File: config.mk
export PLATFORM = sky130hd
export DESIGN_NAME = pipeline_ctrl
export DESIGN_NICKNAME = d
export VERILOG_FILES = /design/src/rtl/pipeline_ctrl.sv
export SDC_FILE = /design/constraint.sdc
export NUM_CORES = 1
export LEC_CHECK = 0
export BUFFER_PORTS_ARGS = -buffer_cell sky130_fd_sc_hd__buf_2
export CORE_AREA = 2 2 110 112
export DETAILED_ROUTE_END_ITERATION = 8
export DIE_AREA = 0 0 112 114
export SLEW_MARGIN = 10
export SYNTH_ARGS = -nofsm -noshare
export SYNTH_HDL_FRONTEND = slang
export SYNTH_SLANG_ARGS = --single-unit
File: constraint.sdc
create_clock -name clk -period 4.95 [get_ports clk]
set_input_delay 0.2475 -clock clk [delete_from_list [all_inputs] [get_ports clk]]
set_output_delay 0.2475 -clock clk [all_outputs]
set_load 0.05 [all_outputs]
File: src/rtl/pipeline_ctrl.sv
// rtl/pipeline_ctrl.sv - stall arbitration and exception drain/flush sequencing for the 5-stage core
module pipeline_ctrl #(
    parameter int DRAIN_TIMEOUT = 256,
    parameter int TO_W          = 9,
    parameter int PERF_W        = 32
) (
    input  logic              clk,
    input  logic              rst,
    input  logic              stallreq_if,
    input  logic              stallreq_id,
    input  logic              stallreq_ex,
    input  logic              stallreq_mem,
    input  logic              excp_valid,
    input  logic [31:0]       excp_target_pc,
    input  logic              ibus_busy,
    input  logic              dbus_busy,
    output logic [5:0]        stall,
    output logic              flush,
    output logic [31:0]       new_pc,
    output logic              drain_timeout,
    output logic [PERF_W-1:0] perf_stall_cnt
);

    typedef enum logic [1:0] {
        ST_RUN   = 2'd0,
        ST_DRAIN = 2'd1,
        ST_FLUSH = 2'd2
    } state_t;

    localparam logic [TO_W-1:0]   DRAIN_LAST = TO_W'(DRAIN_TIMEOUT - 1);
    localparam logic [PERF_W-1:0] PERF_MAX   = '1;

    state_t          state;
    logic [TO_W-1:0] drain_cnt;
    logic            bus_busy;

    assign bus_busy = ibus_busy | dbus_busy;

    // Oldest stalled stage wins; it freezes itself and everything younger.
    always_comb begin
        stall = 6'b000000;
        case (state)
            ST_RUN: begin
                if (excp_valid)        stall = 6'b111111;
                else if (stallreq_mem) stall = 6'b011111;
                else if (stallreq_ex)  stall = 6'b001111;
                else if (stallreq_id)  stall = 6'b000111;
                else if (stallreq_if)  stall = 6'b000011;
                else                   stall = 6'b000000;
            end
            ST_DRAIN: stall = 6'b111111;
            ST_FLUSH: stall = 6'b000000;
            default:  stall = 6'b000000;
        endcase
    end

    always_ff @(posedge clk) begin
        if (rst) begin
            state         <= ST_RUN;
            flush         <= 1'b0;
            new_pc        <= 32'h0;
            drain_timeout <= 1'b0;
            drain_cnt     <= '0;
        end else begin
            case (state)
                ST_RUN: begin
                    flush <= 1'b0;
                    if (excp_valid) begin
                        new_pc <= excp_target_pc;
                        if (bus_busy) begin
                            state <= ST_DRAIN;
                        end else begin
                            state <= ST_FLUSH;
                            flush <= 1'b1;
                        end
                    end
                end
                ST_DRAIN: begin
                    // Later exceptions are ignored here so the first redirect PC survives.
                    if (!bus_busy) begin
                        state <= ST_FLUSH;
                        flush <= 1'b1;
                    end else if (drain_cnt == DRAIN_LAST) begin
                        state         <= ST_FLUSH;
                        flush         <= 1'b1;
                        drain_timeout <= 1'b1;
                    end else begin
                        drain_cnt <= drain_cnt + TO_W'(1);
                    end
                end
                ST_FLUSH: begin
                    state     <= ST_RUN;
                    flush     <= 1'b0;
                    drain_cnt <= '0;
                end
                default: begin
                    state     <= ST_RUN;
                    flush     <= 1'b0;
                    drain_cnt <= '0;
                end
            endcase
        end
    end

    always_ff @(posedge clk) begin
        if (rst) begin
            perf_stall_cnt <= '0;
        end else if (stall[0] && perf_stall_cnt != PERF_MAX) begin
            perf_stall_cnt <= perf_stall_cnt + PERF_W'(1);
        end
    end

endmodule

======== Word level (Yosys, flattened, before mapping) ========
Cells that the tools add are included.
Widths: inputs -> output; s select.
storage, ports and cells
  register bits ........................... 77
  bits of input ports ..................... 41
  output and inout port bits .............. 72
  word-level logic and storage cells ...... 42
operators by class
  add/subtract/negate cells ............... 2
  equality and inequality tests ........... 7
  multiplexer cells ....................... 19
  bitwise gates (word level) .............. 2
  reduce and logical (&&, ||, !) cells .... 6
operators with widths
  cell                   number
  $add 32x1->32 const B  1
  $ne 32x32->1 const B   1
  $mux 9                 2
  $pmux 9 s2             1
  $pmux 6 s2             1
  $mux 2                 5
  $add 9x1->9 const B    1
  $eq 9x8->1 const B     1
  $mux 6                 1
  $ne 2x2->1 const B     3
  $reduce_and 3->1       2
  $mux 5                 1
  $mux 1                 4
  $mux 4                 1
  $pmux 2 s2             1
  $reduce_and 2->1       2
  $mux 3                 1
  $ne 3x3->1 const B     1
  $eq 2x1->1 const B     1
  $logic_not 2->1        1
  $pmux 1 s2             1
  $logic_and 1x1->1      1
  $not 1->1              1
  $or 1x1->1             1

======== Depth between registers and ports, before layout ========
  depth in word-level cells ............... 7
  depth in mapped cells ................... 8
  depth with buffers taken out ............ 8

======== Worst setup path before layout ========
Ideal clock, no wire load.
  kind .................................... register -> register
  start point ............................. register perf_stall_cnt[19]
  end point ............................... register perf_stall_cnt[1]
  setup time .............................. 0.128 ns
  arrival time ............................ 2.356 ns
  required time ........................... 4.822 ns
  path slack .............................. 2.466 ns
  stages on the path, launching flop included .. 9
  path buffers ............................ 3
  clock period less this slack ............ 2.484 ns
  cell sequence ........................... dfxtp_1 nand4_2 or4_1 buf_4 o31ai_4 buf_6 buf_12 mux2i_1 nor2_1
on the way
  longest elaborated chain between the ends .. 2
RTL lines
  item                    line  RTL
  from (decl)             21    output logic [PERF_W-1:0] perf_stall_cnt
  from (signal assigned)  109   perf_stall_cnt <= perf_stall_cnt + PERF_W'(1);
  $ne 32x32->1            108   end else if (stall[0] && perf_stall_cnt != PERF_MAX) begin
  $logic_and 1x1->1       108
No other way between the ends.
A chain may end at the register's enable or synchronous reset.

======== Worst setup path after layout ========
Ends and elaborated chain as after synthesis.

==> impl_results.html <==
<table>
<tr><th>Metric</th><th>Value</th></tr>
<tr><th colspan="2">Run status</th></tr>
<tr><td>Outcome</td><td>complete, no violations</td></tr>
<tr><th colspan="2">Timing</th></tr>
<tr><td>Tightest slew margin relative to the limit</td><td>0.254</td></tr>
<tr><td>Final cycle utilization of the critical path</td><td>0.516</td></tr>
<tr><td>Final number of setup-violating endpoints</td><td>0</td></tr>
<tr><td>Setup repair after global routing missed its margin</td><td>false</td></tr>
<tr><td>Pins Over Slew Limit</td><td>0</td></tr>
<tr><td>Final Hold Violating Endpoints</td><td>0</td></tr>
<tr><td>Maximum clock frequency</td><td>392 MHz</td></tr>
<tr><td>Total Negative Setup Slacks</td><td>0 ns</td></tr>
<tr><td>Final critical-path required period</td><td>2.55 ns</td></tr>
<tr><td>Worst clock skew</td><td>0.00763 ns</td></tr>
<tr><td>Worst Tran Pin Value</td><td>1.12 ns</td></tr>
<tr><th colspan="2">Synth</th></tr>
<tr><td>Cell types with the largest area share after synthesis</td><td>sky130_fd_sc_hd__dfxtp_1 (47%), sky130_fd_sc_hd__a21oi_1 (9.8%), sky130_fd_sc_hd__nand2_1 (9.3%)</td></tr>
<tr><td>Mean instance size in the synthesized netlist</td><td>8.15 um2</td></tr>
<tr><td>Number of synthesized flops with an enable pin</td><td>0</td></tr>
<tr><td>Ys async rst share</td><td>0</td></tr>
<tr><td>Share of synthesized area occupied by flip-flops and latches</td><td>0.471</td></tr>
<tr><td>Synthesized net count</td><td>446</td></tr>
<tr><td>Post-synthesis cell type with the largest combined area</td><td>sky130_fd_sc_hd__dfxtp_1</td></tr>
<tr><td>Register bit total from synthesis</td><td>77</td></tr>
<tr><td>Synthesized netlist cell count</td><td>402</td></tr>
<tr><td>Dominant synthesized flop cell</td><td>sky130_fd_sc_hd__dfxtp_1</td></tr>
<tr><td>Cell area after synthesis</td><td>0.00328 mm2</td></tr>
<tr><td>Area share of the largest cell type after synthesis</td><td>0.471</td></tr>
<tr><td>Count of cell types in the netlist</td><td>38</td></tr>
<tr><td>Number of warnings printed during yosys synthesis</td><td>0</td></tr>
<tr><th colspan="2">Placement</th></tr>
<tr><td>Final weighted congestion in routability-driven placement</td><td>0.763</td></tr>
<tr><td>Count of buffers inserted at the top-level ports</td><td>112</td></tr>
<tr><td>Hpwl dp</td><td>5.86 mm</td></tr>
<tr><td>Number of instances in the placed design</td><td>639</td></tr>
<tr><th colspan="2">GRT</th></tr>
<tr><td>Total global routing track utilization</td><td>0.129</td></tr>
<tr><td>Maximum number of pins on one net before global-route repair</td><td>69</td></tr>
<tr><td>Overflow after GRT</td><td>0</td></tr>
<tr><td>Antenna violations before repair</td><td>0</td></tr>
<tr><td>Global-route wire length before repair</td><td>13.5 mm</td></tr>
<tr><td>Via count of the first global-routing pass</td><td>2,823</td></tr>
<tr><th colspan="2">Floorplanning</th></tr>
<tr><td>Initial Utilization</td><td>0.280</td></tr>
<tr><td>Vert. Die Dim</td><td>114 um</td></tr>
<tr><td>Overall die width</td><td>112 um</td></tr>
<tr><td>Boundary pin count</td><td>113</td></tr>
<tr><td>Area of the die</td><td>0.0128 mm2</td></tr>
<tr><td>Core Footprint</td><td>0.0117 mm2</td></tr>
<tr><td># rows</td><td>40</td></tr>
<tr><th colspan="2">Critical path</th></tr>
<tr><td>Slack of the worst reg-to-reg path</td><td>2.40 ns</td></tr>
<tr><td>Reg-to-reg critical path endpoint</td><td>perf_stall_cnt[1]$_SDFFE_PP0P_</td></tr>
<tr><td>Ordered cell list for the critical path</td><td>nand4_2, or4_1, o31ai_4, mux2i_1, nor2_1</td></tr>
<tr><td>Worst-path fanout max</td><td>20</td></tr>
<tr><td>Max stage delay on crit path</td><td>0.75 ns</td></tr>
<tr><td>Slowest cell on the critical path</td><td>sky130_fd_sc_hd__or4_1</td></tr>
<tr><td>Crit Reg-Reg Startpoint</td><td>perf_stall_cnt[19]$_SDFFE_PP0P_</td></tr>
<tr><td>Type of the setup path with the least slack</td><td>flop to flop</td></tr>
<tr><td>Setup crit end kind</td><td>flop</td></tr>
<tr><td>Required time worst endpoint</td><td>5.13 ns</td></tr>
<tr><td>Data arrival at the endpoint of the critical path</td><td>2.74 ns</td></tr>
<tr><td>Critical Path Start Type</td><td>flop</td></tr>
<tr><td>Worst-case reg-to-reg path depth</td><td>5</td></tr>
<tr><th colspan="2">Clocking</th></tr>
<tr><td>Maximum buffer depth of the clock tree</td><td>2</td></tr>
<tr><td>Post-CTS setup repair buffer count</td><td>0</td></tr>
<tr><td>Total of hold buffers inserted after clock tree synthesis</td><td>0</td></tr>
<tr><td>Clock latency reported for the late side of the worst-skew pair</td><td>0.33 ns</td></tr>
<tr><td>Clock Root Buffer</td><td>sky130_fd_sc_hd__clkbuf_16</td></tr>
<tr><td>H-Tree Depth</td><td>3</td></tr>
<tr><td>Number of CTS-inserted buffers</td><td>9</td></tr>
<tr><td>Post-cts sizing count</td><td>0</td></tr>
<tr><td>Clock input transition at the sequential cells of the worst setup and hold paths</td><td>0.06 ns</td></tr>
<tr><td>CTS sink count</td><td>77</td></tr>
<tr><td>CTS tree</td><td>yes</td></tr>
<tr><th colspan="2">Pwr</th></tr>
<tr><td>Power Dens Cells</td><td>372 mW/mm2</td></tr>
<tr><td>Switching power as a share of total power</td><td>0.263</td></tr>
<tr><td>Final Power</td><td>1.58 mW</td></tr>
<tr><td>Static power due to leakage</td><td>1.72 nW</td></tr>
<tr><td>Cell internal power dissipation</td><td>1.16 mW</td></tr>
<tr><td>VDD IR max</td><td>0.000138 V</td></tr>
<tr><td>Combinational fraction of design power</td><td>0.128</td></tr>
<tr><td>Fraction of power consumed by sequential logic</td><td>0.418</td></tr>
<tr><td>Clock network fraction of total power</td><td>0.454</td></tr>
<tr><td>Reported net switching power</td><td>0.414 mW</td></tr>
<tr><th colspan="2">Routing</th></tr>
<tr><td>Count of TritonRoute iterations in the first routing pass</td><td>4</td></tr>
<tr><td>Routed WL</td><td>8.33 mm</td></tr>
<tr><td>Antenna Nets Post-Route</td><td>0</td></tr>
<tr><td>Final routed DRC violation total</td><td>0</td></tr>
<tr><td>Via count</td><td>3,166</td></tr>
<tr><td>Post-DR wirelength/cell</td><td>12.7 um</td></tr>
<tr><td>DR vias/cell</td><td>4.83</td></tr>
<tr><td>Number of DRC violations after detailed-routing iteration 0</td><td>115</td></tr>
<tr><th colspan="2">Min path</th></tr>
<tr><td>Start point of the worst min-delay path</td><td>excp_target_pc[7]</td></tr>
<tr><td>Hold Crit Endpoint</td><td>new_pc[7]$_SDFFE_PP0P_</td></tr>
<tr><td>Hold path cells</td><td>3</td></tr>
<tr><td>Classification of the worst-slack hold path</td><td>input pin to flop</td></tr>
<tr><th colspan="2">Cells and area</th></tr>
<tr><td>Fill cell instance count of the final layout</td><td>1,222</td></tr>
<tr><td>Cell Count, Final, Fillers Out</td><td>655</td></tr>
<tr><td>Signed area change from the synthesized netlist to the final layout</td><td>29.3%</td></tr>
<tr><td>Layout cell share with drive strength beyond 1</td><td>0.272</td></tr>
<tr><td>FF/Latch Area</td><td>0.00154 mm2</td></tr>
<tr><td>Total inserted antenna cells</td><td>0</td></tr>
<tr><td>Number of nets in the layout</td><td>547</td></tr>
<tr><td>Area taken by multi-input logic gates</td><td>0.00159 mm2</td></tr>
<tr><th colspan="2">Job</th></tr>
<tr><td>Maximum Capacitance Violations</td><td>0</td></tr>
</table>
[cell usage after synthesis (all sizes together), types with 2 or more instances]
cell type / n
a21oi: 65
and2: 2
and4: 5
buf: 6
clkbuf: 17
dfxtp: 77
ha: 3
inv: 7
mux2i: 2
nand2: 81
nand3: 12
nand4: 10
nor2: 26
nor3: 3
o2111ai: 3
o21ai: 26
o31ai: 6
or2: 4
or3: 24
or4: 6
xnor2: 2
xor2: 7
[metal layers]
layer | vias to the layer above | part of all wire | global-route usage
met5 | - | 0 | 0
met4 | 0 | 0.014 | 0.0472
met3 | 10 | 0.057 | 0.0399
met2 | 79 | 0.46 | 0.205
met1 | 1459 | 0.47 | 0.166
li1 | 1618 | - | -
[worst max-delay path by stage]
stage / from / endpoint / slack, ns / cells after the start
2_1_floorplan: perf_stall_cnt[19]$_SDFFE_PP0P_ / perf_stall_cnt[1]$_SDFFE_PP0P_ / 2.47 / 8
3_3_place_gp: perf_stall_cnt[19]$_SDFFE_PP0P_ / perf_stall_cnt[1]$_SDFFE_PP0P_ / 2.50 / 5
3_5_place_dp: perf_stall_cnt[19]$_SDFFE_PP0P_ / perf_stall_cnt[1]$_SDFFE_PP0P_ / 2.41 / 5
4_1_cts: perf_stall_cnt[19]$_SDFFE_PP0P_ / perf_stall_cnt[1]$_SDFFE_PP0P_ / 2.38 / 5
5_1_grt: perf_stall_cnt[19]$_SDFFE_PP0P_ / perf_stall_cnt[1]$_SDFFE_PP0P_ / 2.23 / 5
6_report: perf_stall_cnt[19]$_SDFFE_PP0P_ / perf_stall_cnt[1]$_SDFFE_PP0P_ / 2.40 / 5
[layout by cell type (no fill, tap or decap), types with 2 or more instances in the layout]
cell type	n
sky130_fd_sc_hd__bufinv_16	2
sky130_fd_sc_hd__xnor2_1	2
sky130_fd_sc_hd__clkinv_2	2
sky130_fd_sc_hd__or2_2	4
sky130_fd_sc_hd__clkbuf_8	2
sky130_fd_sc_hd__and2_1	2
sky130_fd_sc_hd__o21ai_0	14
sky130_fd_sc_hd__inv_1	7
sky130_fd_sc_hd__ha_1	3
sky130_fd_sc_hd__nand4_1	9
sky130_fd_sc_hd__nand3_1	12
sky130_fd_sc_hd__nor2_1	26
sky130_fd_sc_hd__or4_1	6
sky130_fd_sc_hd__clkbuf_16	9
sky130_fd_sc_hd__mux2i_1	2
sky130_fd_sc_hd__and4_1	5
sky130_fd_sc_hd__o21ai_1	12
sky130_fd_sc_hd__nor3_1	3
sky130_fd_sc_hd__o31ai_1	5
sky130_fd_sc_hd__a21oi_1	64
sky130_fd_sc_hd__xor2_1	7
sky130_fd_sc_hd__o2111ai_1	2
sky130_fd_sc_hd__nand2_1	81
sky130_fd_sc_hd__buf_2	112
sky130_fd_sc_hd__dfxtp_1	77
sky130_fd_sc_hd__or3_1	24
[flip-flops by register name (all words and copies together) (netlist names)]
signal,flops
flush,1
state,2
drain_cnt,9
new_pc,32
perf_stall_cnt,32
drain_timeout,1
[final cells by class]
class	instances	share of cell area
Multi-Input combinational cell	295	0.375
Sequential cell	77	0.364
Timing Repair Buffer	113	0.134
Clock buffer	12	0.0606
Tap cell	147	0.0434
Clock inverter	4	0.0165
Inverter	7	0.00621
[power by group through the flow]
| stage | Combinational [mW] | Clock (mW) | Sequential, mW |
|---|---|---|---|
| finish | 0.202 | 0.715 | 0.659 |
| global route | 0.218 | 0.764 | 0.662 |
| detailed placement | 0.204 | 0 | 0.672 |
| CTS | 0.204 | 0.732 | 0.659 |
| global placement | 0.201 | 0 | 0.671 |
| floorplan | 0.0802 | 0 | 0.742 |
[critical path: cells and delay by family (launching register included)]
kind / cells / cell delay (ns)
flops: 1 / 0.42
compound gates: 1 / 0.71
mux: 1 / 0.25
simple gates: 3 / 1.02
[cells by family after synthesis]
group           count (synthesis)  share of synthesized area
mux                             2                    0.00611
fa+ha+maj                       3                     0.0115
buf+inv                        30                     0.0447
simple gates                  178                      0.262
flops                          77                      0.471
compound gates                103                      0.181
xor+xnor                        9                     0.0241
[through the flow]
stage                     worst slack [ns]   util  hold slack (ns)  instance area (um2)
after floorplan                       2.47      -            0.384                 3280
after global placement                2.50  0.334            0.439                 3910
after detailed placement              2.41  0.334            0.445                 3910
after CTS                             2.38  0.362            0.144                 4230
after global routing                  2.23  0.362            0.143                 4230
final                                 2.40  0.362            0.156                 4230
Note: power is estimated with default switching activity, not from simulation.
